--- config.mk ---
export PLATFORM = sky130hd
export DESIGN_NAME = data_cache
export DESIGN_NICKNAME = d
export VERILOG_FILES = /design/src/rtl/data_cache.sv
export SDC_FILE = /design/constraint.sdc
export NUM_CORES = 2
export LEC_CHECK = 0
export ABC_CLOCK_PERIOD_IN_PS = 6500
export BUFFER_PORTS_ARGS = -buffer_cell sky130_fd_sc_hd__buf_2
export CAP_MARGIN = 20
export CORE_ASPECT_RATIO = 1.1
export CORE_MARGIN = 2
export CORE_UTILIZATION = 40
export DETAILED_ROUTE_END_ITERATION = 10
export GPL_TIMING_DRIVEN = 0
export PLACE_DENSITY = 0.62
export RECOVER_POWER = 100
export SKIP_CTS_REPAIR_TIMING = 1
export SYNTH_ARGS = -nofsm -noshare
export SYNTH_HDL_FRONTEND = slang
export SYNTH_SLANG_ARGS = --single-unit
--- constraint.sdc ---
create_clock -name clk_i -period 6.5 [get_ports clk_i]
set_clock_uncertainty 0.15 [all_clocks]
set_input_delay 1.3 -clock clk_i [delete_from_list [all_inputs] [get_ports clk_i]]
set_output_delay 1.3 -clock clk_i [all_outputs]
set_load 0.1 [all_outputs]
--- src/rtl/data_cache.sv ---
// rtl/data_cache.sv - direct-mapped write-through data cache, 16 lines x 4 words
module data_cache #(
  parameter int DATA_WIDTH = 32,
  parameter int ADDR_WIDTH = 32
) (
  input  logic                  clk_i,
  input  logic                  rst_n_i,
  input  logic                  req_i,
  input  logic                  wr_en_i,
  input  logic [ADDR_WIDTH-1:0] addr_i,
  input  logic [DATA_WIDTH-1:0] data_i,
  output logic [DATA_WIDTH-1:0] data_o,
  output logic                  stall_o,
  output logic                  mem_req_o,
  output logic                  mem_we_o,
  output logic [ADDR_WIDTH-1:0] mem_addr_o,
  output logic [DATA_WIDTH-1:0] mem_wdata_o,
  input  logic                  mem_ack_i,
  input  logic [DATA_WIDTH-1:0] mem_rdata_i
);

  localparam int TagWidth = ADDR_WIDTH - 8;
  // Clears the byte-select bits so captured addresses are word aligned.
  localparam logic [ADDR_WIDTH-1:0] WordMask = ~ADDR_WIDTH'(3);

  typedef enum logic [1:0] {IDLE, REFILL, WRITE, DONE} stateT;

  stateT                 state;
  stateT                 nextState;
  logic [15:0]           validBits;
  logic [TagWidth-1:0]   tagArr  [16];
  logic [DATA_WIDTH-1:0] dataArr [16][4];
  logic [1:0]            cnt;
  logic [ADDR_WIDTH-1:0] capAddr;
  logic [DATA_WIDTH-1:0] capData;

  logic [3:0]            reqIdx;
  logic [1:0]            reqOff;
  logic [TagWidth-1:0]   reqTag;
  logic [3:0]            capIdx;
  logic                  hit;
  logic [DATA_WIDTH-1:0] hitWord;

  logic                  stallNext;
  logic [DATA_WIDTH-1:0] dataNext;
  logic                  memReqNext;
  logic                  memWeNext;
  logic [ADDR_WIDTH-1:0] memAddrNext;
  logic [DATA_WIDTH-1:0] memWdataNext;

  assign reqIdx  = addr_i[7:4];
  assign reqOff  = addr_i[3:2];
  assign reqTag  = addr_i[ADDR_WIDTH-1:8];
  assign capIdx  = capAddr[7:4];
  assign hit     = req_i & validBits[reqIdx] & (tagArr[reqIdx] == reqTag);
  assign hitWord = dataArr[reqIdx][reqOff];

  // State, valid bits, beat counter and captured request; async reset aborts any transaction.
  always_ff @(posedge clk_i or negedge rst_n_i) begin
    if (!rst_n_i) begin
      state     <= IDLE;
      validBits <= '0;
      cnt       <= 2'd0;
      capAddr   <= '0;
      capData   <= '0;
    end else begin
      state <= nextState;
      case (state)
        IDLE: begin
          if (req_i) begin
            capAddr <= addr_i & WordMask;
            capData <= data_i;
            if (!wr_en_i && !hit) begin
              cnt               <= 2'd0;
              // The line is being overwritten, so it must not hit until the last beat lands.
              validBits[reqIdx] <= 1'b0;
            end
          end
        end
        REFILL: begin
          if (mem_ack_i) begin
            cnt <= cnt + 2'd1;
            if (cnt == 2'd3) validBits[capIdx] <= 1'b1;
          end
        end
        default: ;
      endcase
    end
  end

  // Tag and data arrays: store-hit update in IDLE, refill beats in REFILL; no reset needed.
  always_ff @(posedge clk_i) begin
    if (state == IDLE && req_i && wr_en_i && hit) begin
      dataArr[reqIdx][reqOff] <= data_i;
    end
    if (state == REFILL && mem_ack_i) begin
      dataArr[capIdx][cnt] <= mem_rdata_i;
      if (cnt == 2'd3) tagArr[capIdx] <= capAddr[ADDR_WIDTH-1:8];
    end
  end

  // Next-state and output decode.
  always_comb begin
    nextState    = state;
    stallNext    = 1'b0;
    dataNext     = '0;
    memReqNext   = 1'b0;
    memWeNext    = 1'b0;
    memAddrNext  = '0;
    memWdataNext = '0;
    case (state)
      IDLE: begin
        if (req_i) begin
          if (wr_en_i) begin
            stallNext = 1'b1;
            nextState = WRITE;
          end else if (hit) begin
            dataNext = hitWord;
          end else begin
            stallNext = 1'b1;
            nextState = REFILL;
          end
        end
      end
      REFILL: begin
        stallNext   = 1'b1;
        memReqNext  = 1'b1;
        memAddrNext = {capAddr[ADDR_WIDTH-1:4], cnt, 2'b00};
        if (mem_ack_i && cnt == 2'd3) nextState = DONE;
      end
      WRITE: begin
        stallNext    = 1'b1;
        memReqNext   = 1'b1;
        memWeNext    = 1'b1;
        memAddrNext  = capAddr;
        memWdataNext = capData;
        if (mem_ack_i) nextState = DONE;
      end
      DONE: begin
        // One free cycle so the stalled load can pick up the freshly filled word.
        if (req_i && !wr_en_i && hit) dataNext = hitWord;
        nextState = IDLE;
      end
      default: nextState = IDLE;
    endcase
  end

  // Core-facing outputs are forced low while reset is asserted, regardless of req_i.
  assign stall_o     = stallNext & rst_n_i;
  assign data_o      = rst_n_i ? dataNext : '0;
  assign mem_req_o   = memReqNext;
  assign mem_we_o    = memWeNext;
  assign mem_addr_o  = memAddrNext;
  assign mem_wdata_o = memWdataNext;

endmodule

==> reports/metrics.yaml <==
grt:
  grt_start_max_net_pins: 65
  grt_util_all_layers: 0.217
  antenna_found_initial: 33
  grt_pass1_wl_um: 376000
  first_global_vias: 47700
  grt.overflow.total: 0
timing:
  setup_viol_count_final: 0
  rsz0062_at_grt: "yes"
  min_period_ns: 6.50
  setup_tns_ns: 0
  fin_crit_sh: 0.999
  slew_violations: 42
  slew_headroom: -0.354
  hold_violations: 0
  tightest_slew_ns: 2.03
  fmax_mhz: 154
setup_path:
  cp_data_required_time_ns: 5.05
  critical_path_class: "in2out"
  crit_start: "addr_i[6]"
  critPathMaxFanout: 10
  crit_path_end_kind: "primary output"
  rr_worst_depth: 11
  worstPathArrival_ns: 5.05
  timing.rr.end: "dataArr[6][8]"
  crit_path_start_kind: "primary input"
  regToRegSetupSlack_ns: 0.90
  r2r_start: "state[1]"
synthesis:
  synth-edff-count: 2432
  yosysTopAreaCell: "edfxtp_1"
  syn_avg_cell_area_um2: 23.4
  ys_ff_latch: 2514
  synthTopCellsByArea: "edfxtp_1, mux4_2, dfrtp_1"
  synth_top_family_by_area: "multiplexers"
  seq_area_frac_synth: 0.766
  yosys.area.top_type_share: 0.745
  synth_cells: 4183
  synth_warnings: 0
  syn_area_um2: 98000
  synthArstFlopShare: 0.0326
  synth-xor-area-share: 0.00223
  yosys.area_share.simple: 0.0173
  synth.most_common_cell: "edfxtp_1"
  ys.flop_type: "edfxtp_1"
  synth_common_cells: "edfxtp_1, mux4_2, clkbuf_1"
  synth_compound_area_frac: 0.0118
  synth-adder-area-share: 0.00115
  synth_cell_types: 74
  synthMuxAreaShare: 0.190
route:
  vias: 47700
  vias_per_cell: 5.76
  routed_wl_um: 272000
  wl_per_cell_um: 32.8
  drtPass1Iterations: 5
  route.detailed.drc: 0
  ant_nets: 0
  drt_iter0_markers: 6021
floorplanning:
  die_h_um: 523
  rows: 190
  pin_count: 200
  initial_core_util: 0.402
  die_x_um: 476
  core_um2: 244000
  dieArea_um2: 249000
clock_network:
  cts.htree.levels: 4
  cts_tree: "yes"
  numCtsBuffers: 234
  cts.sinks: 2514
  ctsLongestPathBuffers: 3
  path_clk_slew_ns: 0.06
  cts_root_buf: "clkbuf_16"
  clk_latency_ns: 0.88
hold_path:
  holdCritStartpoint: "capData[29]"
  holdPathEnd: "capData[29]"
  whs_path_depth: 1
  holdCritPathClass: "reg2reg"
flow_run:
  drv_cap: 3
power:
  p_switching_mw: 10.7
  switching_share: 0.272
  seq_power_share: 0.506
  pwr-share-comb: 0.141
  p_leak_nw: 36.6
  p_int_mw: 28.5
  vdd_ir_drop_max_mv: 0.319
  power_density_nw_per_um2: 340
  pwr-share-clk: 0.353
layout:
  fin_cells: 8274
  fin_util: 0.473
  layout-drive-gt1-share: 0.362
  syn2layout_area_growth_pct: 17.7
  fin_nets: 4875
placed_design:
  io_buffers: 191
  dpl.cell_count: 7768
  hpwl_um: 184000
  gp_congestion: 0.852
status:
  failed_checks: "max-capacitance violations, max-slew violations"
  status: "finished with violations"
cell usage in the layout, fill, tap and decap left out, types with 8 or more instances in the layout:
| cell | Yosys | routed |
|---|---|---|
| nand2b_1 | 12 | 11 |
| mux2_4 | 0 | 11 |
| nand2_1 | 52 | 52 |
| clkbuf_4 | 0 | 30 |
| buf_6 | 9 | 38 |
| o31ai_1 | 8 | 8 |
| inv_1 | 18 | 18 |
| clkbuf_8 | 0 | 9 |
| nor2b_4 | 0 | 10 |
| o21ai_0 | 25 | 25 |
| buf_2 | 32 | 174 |
| and2_1 | 65 | 63 |
| a22oi_1 | 20 | 20 |
| nor2_1 | 91 | 15 |
| mux4_2 | 738 | 738 |
| clkbuf_2 | 0 | 65 |
| diode_2 | 0 | 47 |
| and3_1 | 11 | 11 |
| buf_4 | 8 | 30 |
| mux2i_1 | 83 | 82 |
| o41ai_1 | 11 | 11 |
| dfrtp_1 | 82 | 82 |
| nor2_4 | 0 | 76 |
| a21oi_1 | 17 | 17 |
| edfxtp_1 | 2432 | 2432 |
| xnor2_1 | 18 | 18 |
| buf_12 | 2 | 89 |
| clkbuf_16 | 0 | 237 |
| clkbuf_1 | 138 | 116 |
| ha_1 | 9 | 9 |
| nand3_1 | 10 | 9 |
| mux2_2 | 99 | 88 |
| clkinv_1 | 0 | 38 |
| nor2b_1 | 41 | 28 |
| clkinv_2 | 0 | 49 |
| bufinv_16 | 0 | 24 |
| buf_8 | 0 | 41 |
| buf_16 | 0 | 32 |
worst max path at each step:
| stage | to | depth (start not counted) |
|---|---|---|
| after floorplan | data_o[10] | 13 |
| after global placement | dataArr[11][43] | 11 |
| after detailed placement | data_o[31] | 12 |
| after CTS | data_o[31] | 12 |
| after global routing | data_o[22] | 14 |
| final | data_o[17] | 12 |
worst max-delay path: stages:
cell and delay, ns:
buf_2 0.17, clkbuf_4 0.32, buf_4 0.29, buf_6 0.23, clkbuf_4 0.32, buf_2 0.30
buf_8 0.21, clkbuf_4 0.31, mux4_2 0.52, mux4_2 0.55, nor2b_1 0.15, clkbuf_4 0.28
power by group through the flow:
stage | Clock (mW) | Sequential [mW] | Combinational [mW]
finish | 13.8 | 19.8 | 5.53
detailed placement | 0 | 20.2 | 5.46
floorplan | 0 | 19.9 | 3.31
CTS | 14.0 | 19.8 | 5.47
global route | 14.6 | 19.9 | 5.77
global placement | 0 | 20.2 | 5.03
kinds of logic after synthesis:
group | count (synthesis)
adder cells (fa/ha/maj) | 9
AO/OA/AOI/OAI | 147
buffers and inverters | 242
AND/OR/NAND/NOR | 322
flip-flops | 2514
XOR/XNOR | 25
other | 1
multiplexers | 923
layout make-up:
| class | instances | area (um^2) |
|---|---|---|
| Timing Repair Buffer | 345 | 4060 |
| Clock buffer | 299 | 6250 |
| Antenna cell | 47 | 118 |
| Sequential cell | 2514 | 75100 |
| Buffer | 223 | 1550 |
| Tap cell | 3264 | 4080 |
| Clock inverter | 135 | 1480 |
| Inverter | 19 | 71.3 |
| Fill cell | 19600 | 128000 |
| Multi-Input combinational cell | 1428 | 22600 |
per-stage QoR:
step                      setup slack, ns  hold slack [ns]  cell area (um^2)  total power, mW
after detailed placement            -1.97            0.325            106000             25.7
after CTS                           -1.99            0.197            114000             39.3
after global routing              -0.0244            0.359            115000             40.3
final                             0.00453            0.346            115000             39.2
after global placement              -3.52            0.323            103000             25.2
after floorplan                    -0.176            0.301             98000             23.2
per-layer routing:
layer | routed length (um) | global-route usage
met5 | 45 | 0
met3 | 20000 | 0.0366
met2 | 136000 | 0.363
met1 | 103000 | 0.282
met4 | 12200 | 0.0946
state kept, by name, summed over array words and instances, names as in the netlist:
| signal | flops |
|---|---|
| tagArr | 384 |
| dataArr | 2048 |
| state | 2 |
| capAddr | 30 |
| capData | 32 |
| validBits | 16 |
| cnt | 2 |
No activity file was read; power rests on OpenSTA's default activity.
